<file path="config.mk">
export PLATFORM = sky130hd
export DESIGN_NAME = seq_booth_multiplier_flat
export DESIGN_NICKNAME = d
export VERILOG_FILES = /design/src/rtl/seq_booth_multiplier_if.sv /design/src/rtl/seq_booth_multiplier.sv /design/src/flat_wrapper.sv
export SDC_FILE = /design/constraint.sdc
export NUM_CORES = 1
export LEC_CHECK = 0
export ABC_AREA = 1
export BUFFER_PORTS_ARGS = -buffer_cell sky130_fd_sc_hd__buf_2
export CAP_MARGIN = 20
export CORE_UTILIZATION = 55
export CTS_CLUSTER_DIAMETER = 60
export DETAILED_ROUTE_END_ITERATION = 10
export PLACE_DENSITY = 0.81
export SLEW_MARGIN = 20
export SYNTH_ARGS = -nofsm -noshare
export SYNTH_HDL_FRONTEND = slang
export SYNTH_SLANG_ARGS = --single-unit
</file>
<file path="constraint.sdc">
create_clock -name clk -period 8.25 [get_ports clk]
set_clock_uncertainty 0.1 [all_clocks]
set_input_delay 1.65 -clock clk [delete_from_list [all_inputs] [get_ports clk]]
set_output_delay 1.65 -clock clk [all_outputs]
set_load 0.005 [all_outputs]
</file>
<file path="src/rtl/seq_booth_multiplier_if.sv">
// Handshake and operand bundle for the sequential
// radix-4 Booth multiplier.
interface seq_booth_multiplier_if #(
  parameter int WIDTH = 16
);
  logic                 start;
  logic                 is_signed;
  logic [WIDTH-1:0]     x;
  logic [WIDTH-1:0]     y;
  logic                 ready;
  logic                 done;
  logic [2*WIDTH-1:0]   product;

  modport master (
    output start, is_signed, x, y,
    input  ready, done, product
  );

  modport slave (
    input  start, is_signed, x, y,
    output ready, done, product
  );
endinterface

</file>
<file path="src/rtl/seq_booth_multiplier.sv">
// Sequential radix-4 Booth multiplier, one Booth
// digit per cycle over WIDTH+2 extended operands.
module seq_booth_multiplier #(
  parameter int WIDTH = 16
) (
  input  logic                  clk,
  input  logic                  rst,
  seq_booth_multiplier_if.slave bus
);

  localparam int EW   = WIDTH + 2;
  localparam int AW   = EW + 2;
  localparam int ITER = (WIDTH / 2) + 1;
  localparam int CW   = $clog2(ITER + 1);

  typedef enum logic [1:0] {
    IDLE,
    CALC,
    DONE
  } state_t;

  state_t              state;
  state_t              state_nx;
  logic [EW-1:0]       mcand;
  logic [AW-1:0]       acc;
  logic [EW-1:0]       mplr;
  logic                qm1;
  logic [CW-1:0]       cnt;
  logic [2*WIDTH-1:0]  prod;

  logic [AW-1:0]       mc1;
  logic [AW-1:0]       mc2;
  logic [AW-1:0]       pp;
  logic [AW-1:0]       sum;
  logic [AW-1:0]       acc_nx;
  logic [EW-1:0]       mplr_nx;
  logic                last;
  logic                sx;
  logic                sy;

  assign sx   = bus.is_signed & bus.x[WIDTH-1];
  assign sy   = bus.is_signed & bus.y[WIDTH-1];
  assign last = (cnt == CW'(1));
  assign mc1  = {{2{mcand[EW-1]}}, mcand};
  assign mc2  = {mc1[AW-2:0], 1'b0};

  // Booth digit select: partial product from the
  // low multiplier pair plus the shifted-out bit.
  always_comb begin
    pp = '0;
    unique case ({mplr[1:0], qm1})
      3'b001,
      3'b010:  pp = mc1;
      3'b011:  pp = mc2;
      3'b100:  pp = -mc2;
      3'b101,
      3'b110:  pp = -mc1;
      default: pp = '0;
    endcase
  end

  // Accumulate then arithmetic shift the
  // accumulator/multiplier pair right by two.
  always_comb begin
    sum     = acc + pp;
    acc_nx  = {{2{sum[AW-1]}}, sum[AW-1:2]};
    mplr_nx = {sum[1:0], mplr[EW-1:2]};
  end

  // State register.
  always_ff @(posedge clk) begin
    if (rst) state <= IDLE;
    else     state <= state_nx;
  end

  // Next-state and handshake outputs.
  always_comb begin
    state_nx  = state;
    bus.ready = 1'b0;
    bus.done  = 1'b0;
    unique case (state)
      IDLE: begin
        bus.ready = 1'b1;
        if (bus.start) state_nx = CALC;
      end
      CALC: begin
        if (last) state_nx = DONE;
      end
      DONE: begin
        bus.done = 1'b1;
        state_nx = IDLE;
      end
      default: state_nx = IDLE;
    endcase
  end

  // Operand capture, Booth iteration and result
  // register; the result moves only on entry to DONE.
  always_ff @(posedge clk) begin
    if (rst) begin
      mcand <= '0;
      acc   <= '0;
      mplr  <= '0;
      qm1   <= 1'b0;
      cnt   <= '0;
      prod  <= '0;
    end else begin
      unique case (state)
        IDLE: begin
          if (bus.start) begin
            mcand <= {{2{sx}}, bus.x};
            mplr  <= {{2{sy}}, bus.y};
            acc   <= '0;
            qm1   <= 1'b0;
            cnt   <= CW'(ITER);
          end
        end
        CALC: begin
          acc  <= acc_nx;
          mplr <= mplr_nx;
          qm1  <= mplr[1];
          cnt  <= cnt - CW'(1);
          if (last) begin
            prod <= {acc_nx[WIDTH-3:0], mplr_nx};
          end
        end
        default: ;
      endcase
    end
  end

  assign bus.product = prod;

endmodule

</file>
<file path="src/flat_wrapper.sv">
// flat-port wrapper written by rule: the top's interface ports become plain ports
module seq_booth_multiplier_flat 
#(
  parameter int WIDTH = 16
)
  (clk, rst, bus_start, bus_is_signed, bus_x, bus_y, bus_ready, bus_done, bus_product);
  seq_booth_multiplier_if #(.WIDTH(WIDTH)) bus_i ();
  input  logic clk;
  input  logic rst;
  input wire logic [$bits(bus_i.start)-1:0] bus_start;
  input wire logic [$bits(bus_i.is_signed)-1:0] bus_is_signed;
  input wire logic [$bits(bus_i.x)-1:0] bus_x;
  input wire logic [$bits(bus_i.y)-1:0] bus_y;
  output wire logic [$bits(bus_i.ready)-1:0] bus_ready;
  output wire logic [$bits(bus_i.done)-1:0] bus_done;
  output wire logic [$bits(bus_i.product)-1:0] bus_product;
  assign bus_i.start = bus_start;
  assign bus_i.is_signed = bus_is_signed;
  assign bus_i.x = bus_x;
  assign bus_i.y = bus_y;
  assign bus_ready = bus_i.ready;
  assign bus_done = bus_i.done;
  assign bus_product = bus_i.product;
  seq_booth_multiplier #(.WIDTH(WIDTH)) u_core (.clk(clk), .rst(rst), .bus(bus_i));
endmodule
</file>
==> impl_metrics.json, run 1 <==
{
  "finalPower_uw": 1080,
  "route.detailed.drc": 0,
  "pin_count": 70,
  "grt.overflow.total": 0,
  "cp.required_ns": 8.43,
  "clockBufferDepth": 2,
  "die_w_um": 101,
  "clk_pin_slew_ns": 0.10,
  "netlist.area_leader.share_pct": 34.4,
  "cts_root_buffer": "clkbuf_8",
  "place_congestion": 0.963,
  "synthFlopType": "dfxtp_1",
  "die_area_um2": 10100,
  "syn_nets": 832,
  "fin_area_um2": 5940,
  "post_dp_cell_area_um2": 5730,
  "fin_crit_sh_pct": 45.4,
  "detail_route.vias_per_cell": 5.63,
  "fmax_mhz": 267,
  "powerDensity_nw_per_um2": 181,
  "htreeDepth": 3,
  "finalNonFillerCells": 957,
  "totalWireLength_mm": 14.0,
  "cp.depth": 7,
  "outcome": "finished clean",
  "synth_top_area_cell": "dfxtp_1",
  "drv_cap": 0,
  "cts_num_sinks": 92,
  "slew_viol_final": 0,
  "crit_buf_inv": 3,
  "worst_slack_ns": 4.50,
  "hold_violations": 0,
  "critPathTopFamily": "simple AND/OR/NAND/NOR gates",
  "cp_max_fo": 33,
  "core_region_area_um2": 9330,
  "startpoint_type": "primary input",
  "min_from": "u_core.bus.product[18]",
  "async_flop_share_pct": 0,
  "max-slew-margin-rel_pct": 31.3,
  "hold_depth": 2,
  "first_pass_iters": 5,
  "yosys_warnings": 0,
  "antenna_cells": 0,
  "min_to": "u_core.bus.product[18]",
  "clk_latency_ns": 0.37,
  "fp.dieH_um": 101,
  "synth_seq_cells": 92,
  "hpwlAfterDp_mm": 10.4,
  "worstPathArrival_ns": 3.93,
  "portBuffers": 69,
  "dp_cells": 941,
  "max_stage_delay_ns": 0.69,
  "r2r_setup_slack_ns": 4.86,
  "setup_viol": 0,
  "crit_chain": "buf_2, nand2_1, inv_2, nor2_2, buf_4, nand2_1, a21oi_1",
  "vias": 5391,
  "fin_nets": 882,
  "tightest_slew_ns": 1.03,
  "numCtsBuffers": 9,
  "hp-class": "register to register",
  "syn_to_final_growth_pct": 10.9,
  "routedWlPerCell_um": 14.6,
  "place_ws_ns": 4.18,
  "synth_area_per_cell_um2": 6.93,
  "ctsHoldBuffers": 0,
  "critical-path-slowest-cell": "nand2_1",
  "startpoint": "bus_start",
  "synth_area_um2": 5360,
  "rr_worst_depth": 18,
  "grt_pass1_wl_mm": 22.9,
  "worst-setup-path-type": "primary input to register",
  "yosys-top-cells-area": "dfxtp_1, nand2_1, a21oi_1, inv_1, nor2_1",
  "track_usage_pct": 28.5,
  "netlist_instances": 773,
  "endpoint_kind": "register",
  "antenna_found_initial": 0,
  "yosysUniqueCellTypes": 48,
  "rsz0062_at_grt": "false",
  "drt_iter0_markers": 333,
  "initial_core_util_pct": 57.5,
  "regToRegStartpoint": "u_core.mcand[0]",
  "rows": 35,
  "p_leak_uw": 0.00277,
  "synth_edf_count": 0,
  "finalCriticalPeriod_ns": 3.75,
  "grt_max_degree": 53,
  "cts-resized-gates": 0,
  "seq_area_frac_synth_pct": 34.4,
  "ant_nets": 0,
  "tns_ns": 0,
  "cts_setup_buffers": 0,
  "cp_common_cell": "nand2_1",
  "cts_tree": "built",
  "first_global_vias": 4866,
  "ir_drop_uv": 123,
  "r2r-end": "u_core.acc[15]",
  "drive_gt1_share_pct": 14.7
}
[cell type report]
| type | instances | area [um^2] |
|---|---|---|
| Clock buffer | 9 | 124 |
| Multi-Input combinational cell | 566 | 3060 |
| Fill cell | 888 | 3380 |
| Tap cell | 129 | 161 |
| Clock inverter | 7 | 86.3 |
| Sequential cell | 92 | 1840 |
| Inverter | 83 | 312 |
| Timing Repair Buffer | 71 | 360 |
[cell usage in the layout, fill, tap and decap left out, types with 6 or more instances in the layout]
cell type,count
a221oi_1,10
buf_2,69
clkbuf_8,9
a31oi_1,10
xor2_1,15
inv_2,6
nand3b_1,6
nor2_2,6
nor3_1,7
o2111ai_1,6
nand2_1,178
nor2_1,75
dfxtp_1,92
ha_1,22
o21ai_0,49
nand4_1,9
o22ai_1,8
a21oi_1,63
nand3_1,54
inv_1,77
[metal layers]
metal / up-vias / share of wire [%] / GRT usage [%]
met3: 39 / 6.5 / 4.92
met5: - / 0 / 0
met4: 0 / 3.4 / 12.5
li1: 2687 / - / -
met1: 2469 / 44 / 36.1
met2: 196 / 46 / 47.6
[stage by stage]
stage	hold WS [ns]	util [%]
3_3_place_gp	0.350	61.5
3_5_place_dp	0.353	61.5
5_1_grt	0.389	63.7
4_1_cts	0.370	63.7
2_1_floorplan	0.338	-
6_report	0.368	63.7
[cell usage after synthesis, types with 6 or more instances]
cell type	count
o21ai_0	49
o22ai_1	8
nor3_1	7
nor2_1	76
clkbuf_1	15
a31oi_1	10
ha_1	22
nand2_1	178
inv_1	78
nand4_1	9
dfxtp_1	92
nand3_1	54
xor2_1	15
buf_2	14
a221oi_1	10
nand3b_1	6
o2111ai_1	6
a21oi_1	63
[registers in the layout (all words and copies together) (netlist names)]
register and cells:
u_core.mplr 18, u_core.state 2, u_core.cnt 4, u_core.bus.product 32
u_core.qm1 1, u_core.acc 18, u_core.mcand 17
[power breakdown]
part	switching [uW]	total, uW	internal [uW]	leakage (uW)
Clock	179	327	148	0.000105
Combinational	170	254	84.3	0.00192
Sequential	24.1	495	471	0.000750
[worst max path at each step]
| stage | to | slack (ns) |
|---|---|---|
| floorplan | u_core.acc[12] | 5.36 |
| global placement | u_core.state[0] | 4.30 |
| detailed placement | u_core.mplr[15] | 4.18 |
| CTS | u_core.acc[2] | 4.51 |
| global route | u_core.acc[2] | 4.26 |
| finish | u_core.acc[2] | 4.50 |
[worst register-to-register path, delay by kind of cell, from the launching register on]
kind | cells | cell delay (ns)
AOI/OAI and AO/OA | 2 | 0.40
buffers and inverters | 4 | 0.43
DFF | 1 | 0.31
adders and majority gates | 2 | 0.61
and+or+nand+nor | 9 | 1.29
xor gates and xnor gates | 1 | 0.12
[cell families (layout without fill, tap and decap cells)]
logic type	count (synthesis)	count (layout)	share of synthesized area, %
flip-flops	92	92	34.4
adder cells (fa/ha/maj)	23	23	5.51
buffers and inverters	115	170	8.59
AND/OR/NAND/NOR	358	358	30.1
AO/OA/AOI/OAI	166	166	18.4
XOR/XNOR	19	19	3.11
Power figures use the tool's default switching activity.
==> run 2: changes to the inputs <==
--- a/config.mk
+++ b/config.mk
@@ -5,7 +5,7 @@
 export SDC_FILE = /design/constraint.sdc
 export NUM_CORES = 1
 export LEC_CHECK = 0
-export ABC_AREA = 1
+export ABC_AREA = 0
 export BUFFER_PORTS_ARGS = -buffer_cell sky130_fd_sc_hd__buf_2
 export CAP_MARGIN = 20
 export CORE_UTILIZATION = 55
==> constraint.sdc (replaced) <==
create_clock -name clk -period 3.6 [get_ports clk]
set_clock_uncertainty 0.1 [all_clocks]
set_input_delay 0.72 -clock clk [delete_from_list [all_inputs] [get_ports clk]]
set_output_delay 0.72 -clock clk [all_outputs]
set_load 0.005 [all_outputs]
==> run 2 against run 1 <==
  * The flow now finishes with violations (setup timing)
  * First-iteration DRC count increased by 59%
  * Sequential share of layout area decreased by 3.3 points
  * Power increased by 140%
  * Sequential power increased by 120%
  * Critical path depth increased by 10
  * Largest cell class unchanged
==> impl_metrics.json, run 2 <==
{
  "outcome": "finished with violations",
  "violations": "setup timing",
  "drv_cap": 0,
  "ir_drop_uv": 446,
  "yosys_warnings": 0,
  "tns_ns": -0.172,
  "cp_max_fo": 4,
  "fin_area_um2": 6670,
  "fin_nets": 887,
  "post_dp_cell_area_um2": 6200,
  "rows": 35,
  "hpwlAfterDp_mm": 11.1,
  "antenna_cells": 0,
  "vias": 5676,
  "synth_area_per_cell_um2": 7.44,
  "track_usage_pct": 31.1,
  "syn_nets": 780,
  "fp.dieH_um": 101,
  "layout_commonest_cell": "nand2_1",
  "grt.overflow.total": 0,
  "totalWireLength_mm": 16.1,
  "drive_gt1_share_pct": 25.5,
  "clockBufferDepth": 2,
  "cp.required_ns": 3.80,
  "max-slew-margin-rel_pct": 48.1,
  "setup_viol": 3,
  "whs_ns": 0.355,
  "finalCriticalPeriod_ns": 3.73,
  "core_region_area_um2": 9330,
  "route.detailed.drc": 0,
  "worst_slack_ns": -0.133,
  "htreeDepth": 3,
  "pin_count": 70,
  "die_w_um": 101,
  "clk_latency_ns": 0.37,
  "clk_pin_slew_ns": 0.10,
  "grt_pass1_wl_mm": 24.7,
  "synth_edf_count": 0,
  "detail_route.vias_per_cell": 5.91,
  "tightest_slew_ns": 0.779,
  "first_global_vias": 5168,
  "worst-setup-path-type": "register to register",
  "hp-class": "register to register",
  "synth_top_area_cell": "dfxtp_1",
  "netlist_instances": 721,
  "slew_viol_final": 0,
  "final_cell_mix": "nand2_1, a21oi_1, dfxtp_1",
  "yosysUniqueCellTypes": 58,
  "rsz0062_at_grt": "true",
  "seq_area_frac_synth_pct": 34.3,
  "synth_seq_cells": 92,
  "worstPathArrival_ns": 3.93,
  "numCtsBuffers": 9,
  "yosysMostFrequentCell": "nand2_1",
  "cts_root_buffer": "clkbuf_8",
  "cts_num_sinks": 92,
  "initial_core_util_pct": 57.5,
  "powerDensity_nw_per_um2": 384,
  "async_flop_share_pct": 0,
  "startpoint_type": "register",
  "final_util_pct": 71.5,
  "hold_violations": 0,
  "die_area_um2": 10200,
  "synth_area_um2": 5370,
  "antenna_found_initial": 0,
  "dp_cells": 935,
  "synth_common_cells": "nand2_1, a21oi_1, dfxtp_1",
  "syn_to_final_growth_pct": 24.2,
  "endpoint_kind": "register",
  "portBuffers": 69,
  "place_congestion": 0.923,
  "fin_crit_sh_pct": 104,
  "fmax_mhz": 268,
  "routedWlPerCell_um": 16.7,
  "p_leak_uw": 0.00275,
  "num-fill-cells": 745,
  "ant_nets": 0,
  "grt_max_degree": 42,
  "finalNonFillerCells": 961,
  "synthFlopType": "dfxtp_1",
  "drt_iter0_markers": 530,
  "yosys-top-cells-area": "dfxtp_1, nand2_1, a21oi_1, ha_1, xnor2_1",
  "cts_tree": "built",
  "largest_reg_flops": 32,
  "first_pass_iters": 6,
  "netlist.area_leader.share_pct": 34.3
}
[run 2: logic make-up (layout without fill, tap and decap cells)]
kind of cell / Yosys count / count (layout) / share of synthesized area, %
flip-flops: 92 / 92 / 34.3
AND/OR/NAND/NOR: 290 / 290 / 25.0
multiplexers: 2 / 2 / 0.373
XOR/XNOR: 30 / 30 / 4.90
AO/OA/AOI/OAI: 220 / 220 / 25.3
adder cells (fa/ha/maj): 23 / 23 / 5.50
buffers and inverters: 64 / 175 / 4.59
[run 2: per-layer routing]
metal	share of wire, %	vias to the layer above	GRT usage, %
met5	0	-	0
met1	41	2641	37.3
li1	-	2765	-
met4	2.6	0	11.8
met2	50	231	55.5
met3	6.4	39	5.48
[run 2: worst max-delay path: stages (launching register included)]
cell and delay [ns]:
dfxtp_2 0.34, inv_2 0.07, ha_4 0.15, inv_2 0.04, or3_4 0.34, nor3_4 0.14, nand2b_4 0.16, xnor2_2 0.11
a21oi_1 0.09, o211ai_1 0.26, ha_1 0.31, a21o_1 0.20, a31o_1 0.26, a31oi_4 0.22, a21oi_2 0.08, and2_4 0.16
or4_1 0.48, a31oi_1 0.15
[run 2: what timing repair did]
action	4_1_cts	5_1_grt
setup endpoints to repair	9	17
pin swaps	13	19
hold buffers	0	0
buffers inserted	6	5
resized for setup	13	31
[run 2: stage by stage]
stage	power [uW]	setup slack [ns]
after floorplan	1540	0.0122
after global placement	1760	-0.0340
after detailed placement	1780	-0.122
after CTS	2530	-0.0919
after global routing	2670	-0.250
final	2560	-0.133
[run 2: final timing paths]
path,start,endpoint,slack [ns],cells after the start
max,u_core.mcand[0],u_core.acc[13],-0.13,17
min,u_core.bus.product[4],u_core.bus.product[4],0.36,2
max reg2reg,u_core.mcand[0],u_core.acc[13],-0.13,17
min reg2reg,u_core.bus.product[4],u_core.bus.product[4],0.36,2
[run 2: final cells by class]
| cell class | instances | area, um^2 | share of cell area, % |
|---|---|---|---|
| clock buffer | 10 | 138 | 2.06 |
| clock inverter | 5 | 67.6 | 1.01 |
| inverter | 13 | 48.8 | 0.732 |
| multi-input combinational | 565 | 3480 | 52.2 |
| sequential | 92 | 1840 | 27.6 |
| tap | 129 | 161 | 2.42 |
| timing repair buffer | 147 | 931 | 14.0 |
[run 2: report_power, final]
group	switching [uW]	leakage, uW	total, uW	internal [uW]
registers	48.4	0.000749	1110	1070
clock network	392	0.000105	740	348
logic	401	0.00189	709	308
total	841	0.00275	2560	1720
==> run 3: changes to the inputs <==
==> constraint.sdc (replaced) <==
create_clock -name clk -period 3.64 [get_ports clk]
set_clock_uncertainty 0.1 [all_clocks]
set_input_delay 0.728 -clock clk [delete_from_list [all_inputs] [get_ports clk]]
set_output_delay 0.728 -clock clk [all_outputs]
set_load 0.005 [all_outputs]
==> run 3 against run 2 <==
  * The flow still finishes with violations (setup timing)
  * Sequential power hardly changed
  * Cell count is 1.5% lower
  * First-iteration DRC count is 37% lower
  * Non-clock buffer count is 15 lower
  * Worst setup slack better by 0.13 ns
  * Sequential share of layout area is 0.21 points higher
  * Clock-buffer cell count is 1 lower
==> impl_metrics.json, run 3 (same netlist as run 2, synthesis figures left out) <==
{
  "vias": 5755,
  "violations": "setup timing",
  "fp.dieH_um": 101,
  "grt_max_degree": 38,
  "antenna_cells": 0,
  "hp-class": "register to register",
  "swShare_pct": 35.6,
  "routedWlPerCell_um": 17.3,
  "ir_drop_uv": 292,
  "p_leak_uw": 0.00266,
  "cp_max_fo": 3,
  "route.met3.wl_mm": 1.08,
  "first_global_vias": 5347,
  "routed.top_layer": "met4",
  "dp_cells": 922,
  "seq_power_share_pct": 44.1,
  "syn_to_final_growth_pct": 23.2,
  "layout_commonest_cell": "nand2_1",
  "drv_cap": 0,
  "fmax_mhz": 275,
  "endpoint_kind": "register",
  "antenna_found_initial": 0,
  "die_area_um2": 10200,
  "hpwlAfterDp_mm": 11.2,
  "whs_ns": 0.356,
  "clk_pin_slew_ns": 0.11,
  "rsz0062_at_grt": "true",
  "place_congestion": 0.959,
  "pin_count": 70,
  "route.detailed.drc": 0,
  "grt_pass1_wl_mm": 25.1,
  "internal_power_uw": 1610,
  "cts_root_buffer": "clkbuf_8",
  "finalCriticalPeriod_ns": 3.64,
  "htreeDepth": 3,
  "wl_met1_mm": 6.51,
  "core_region_area_um2": 9330,
  "drive_gt1_share_pct": 24.8,
  "worst-setup-path-type": "register to register",
  "finalNonFillerCells": 947,
  "grt.overflow.total": 0,
  "rows": 35,
  "final_cell_mix": "nand2_1, a21oi_1, dfxtp_1",
  "drt_iter0_markers": 334,
  "numCtsBuffers": 9,
  "powerDensity_nw_per_um2": 378,
  "track_usage_pct": 31.4,
  "die_w_um": 101,
  "totalWireLength_mm": 16.4,
  "cp.required_ns": 3.84,
  "slew_viol_final": 0,
  "cts_tree": "built",
  "portBuffers": 69,
  "clockBufferDepth": 2,
  "worst_slack_ns": -0.00162,
  "fin_nets": 872,
  "wl_met2_mm": 8.14,
  "tightest_slew_ns": 0.720,
  "p_clk_share_pct": 28.5,
  "cts_num_sinks": 92,
  "initial_core_util_pct": 57.5,
  "startpoint_type": "register",
  "first_pass_iters": 9,
  "max-slew-margin-rel_pct": 51.9,
  "ant_nets": 0,
  "num-fill-cells": 750,
  "largest_reg_flops": 32,
  "hold_violations": 0,
  "switching_power_uw": 890,
  "worstPathArrival_ns": 3.84,
  "detail_route.vias_per_cell": 6.08,
  "outcome": "finished with violations",
  "power_frac_comb_pct": 27.4,
  "fin_crit_sh_pct": 100,
  "setup_viol": 1,
  "clk_latency_ns": 0.37
}
run 3: worst paths after layout:
check,start,end,slack (ns),cells after the start
setup / recovery,u_core.mcand[1],u_core.acc[13],-0.002,17
hold / removal,u_core.bus.product[8],u_core.bus.product[8],0.36,2
setup reg to reg,u_core.mcand[1],u_core.acc[13],-0.002,17
hold reg to reg,u_core.bus.product[8],u_core.bus.product[8],0.36,2
run 3: layout make-up:
cell class	count	area, um^2	share of cell area (%)
sequential	92	1840	27.9
clock buffer	9	124	1.87
clock inverter	7	80.1	1.21
tap	129	161	2.44
inverter	13	48.8	0.738
multi-input combinational	565	3530	53.4
timing repair buffer	132	826	12.5
run 3: power by group through the flow:
stage | Sequential (uW) | Combinational (uW) | Clock (uW)
after floorplan | 1110 | 411 | 0
after global placement | 1120 | 600 | 0
after detailed placement | 1120 | 614 | 0
after CTS | 1100 | 627 | 717
after global routing | 1110 | 743 | 758
final | 1100 | 686 | 711
run 3: metrics by stage:
step                      setup slack [ns]  power, uW  utilization [%]   TNS, ns  instance area, um^2
after global placement              0.0204       1720             65.3         0                 6090
after floorplan                     0.0169       1520                -         0                 5370
after detailed placement           -0.0802       1740             65.3    -0.265                 6090
after CTS                          0.00967       2440             68.1         0                 6350
after global routing                -0.158       2610             70.9    -0.976                 6620
final                             -0.00162       2500             70.9  -0.00162                 6620
run 3: layer usage:
layer  global-route usage (%)  up-vias
met5                        0        -
met4                     16.6        0
met3                     4.37       62
met2                     54.0      270
met1                     38.0     2712
li1                         -     2711
run 3: worst max-delay path: stages (launching register included):
cell and delay, ns:
dfxtp_2 0.34, inv_2 0.07, ha_4 0.15, inv_2 0.03, or3_4 0.35, nor3_4 0.13
nand2b_4 0.16, xnor2_2 0.11, a21oi_1 0.09, o211ai_1 0.22, ha_1 0.30, a21o_1 0.18
a31o_1 0.26, a31oi_4 0.22, a21oi_2 0.09, and2_4 0.15, or4_1 0.46, a31oi_1 0.16
run 3: repair_timing:
item / 4_1_cts / 5_1_grt
pin swaps: 9 / 26
hold buffers: 0 / 0
resized for setup: 11 / 44
setup endpoints to repair: 7 / 16
buffers inserted: 1 / 8
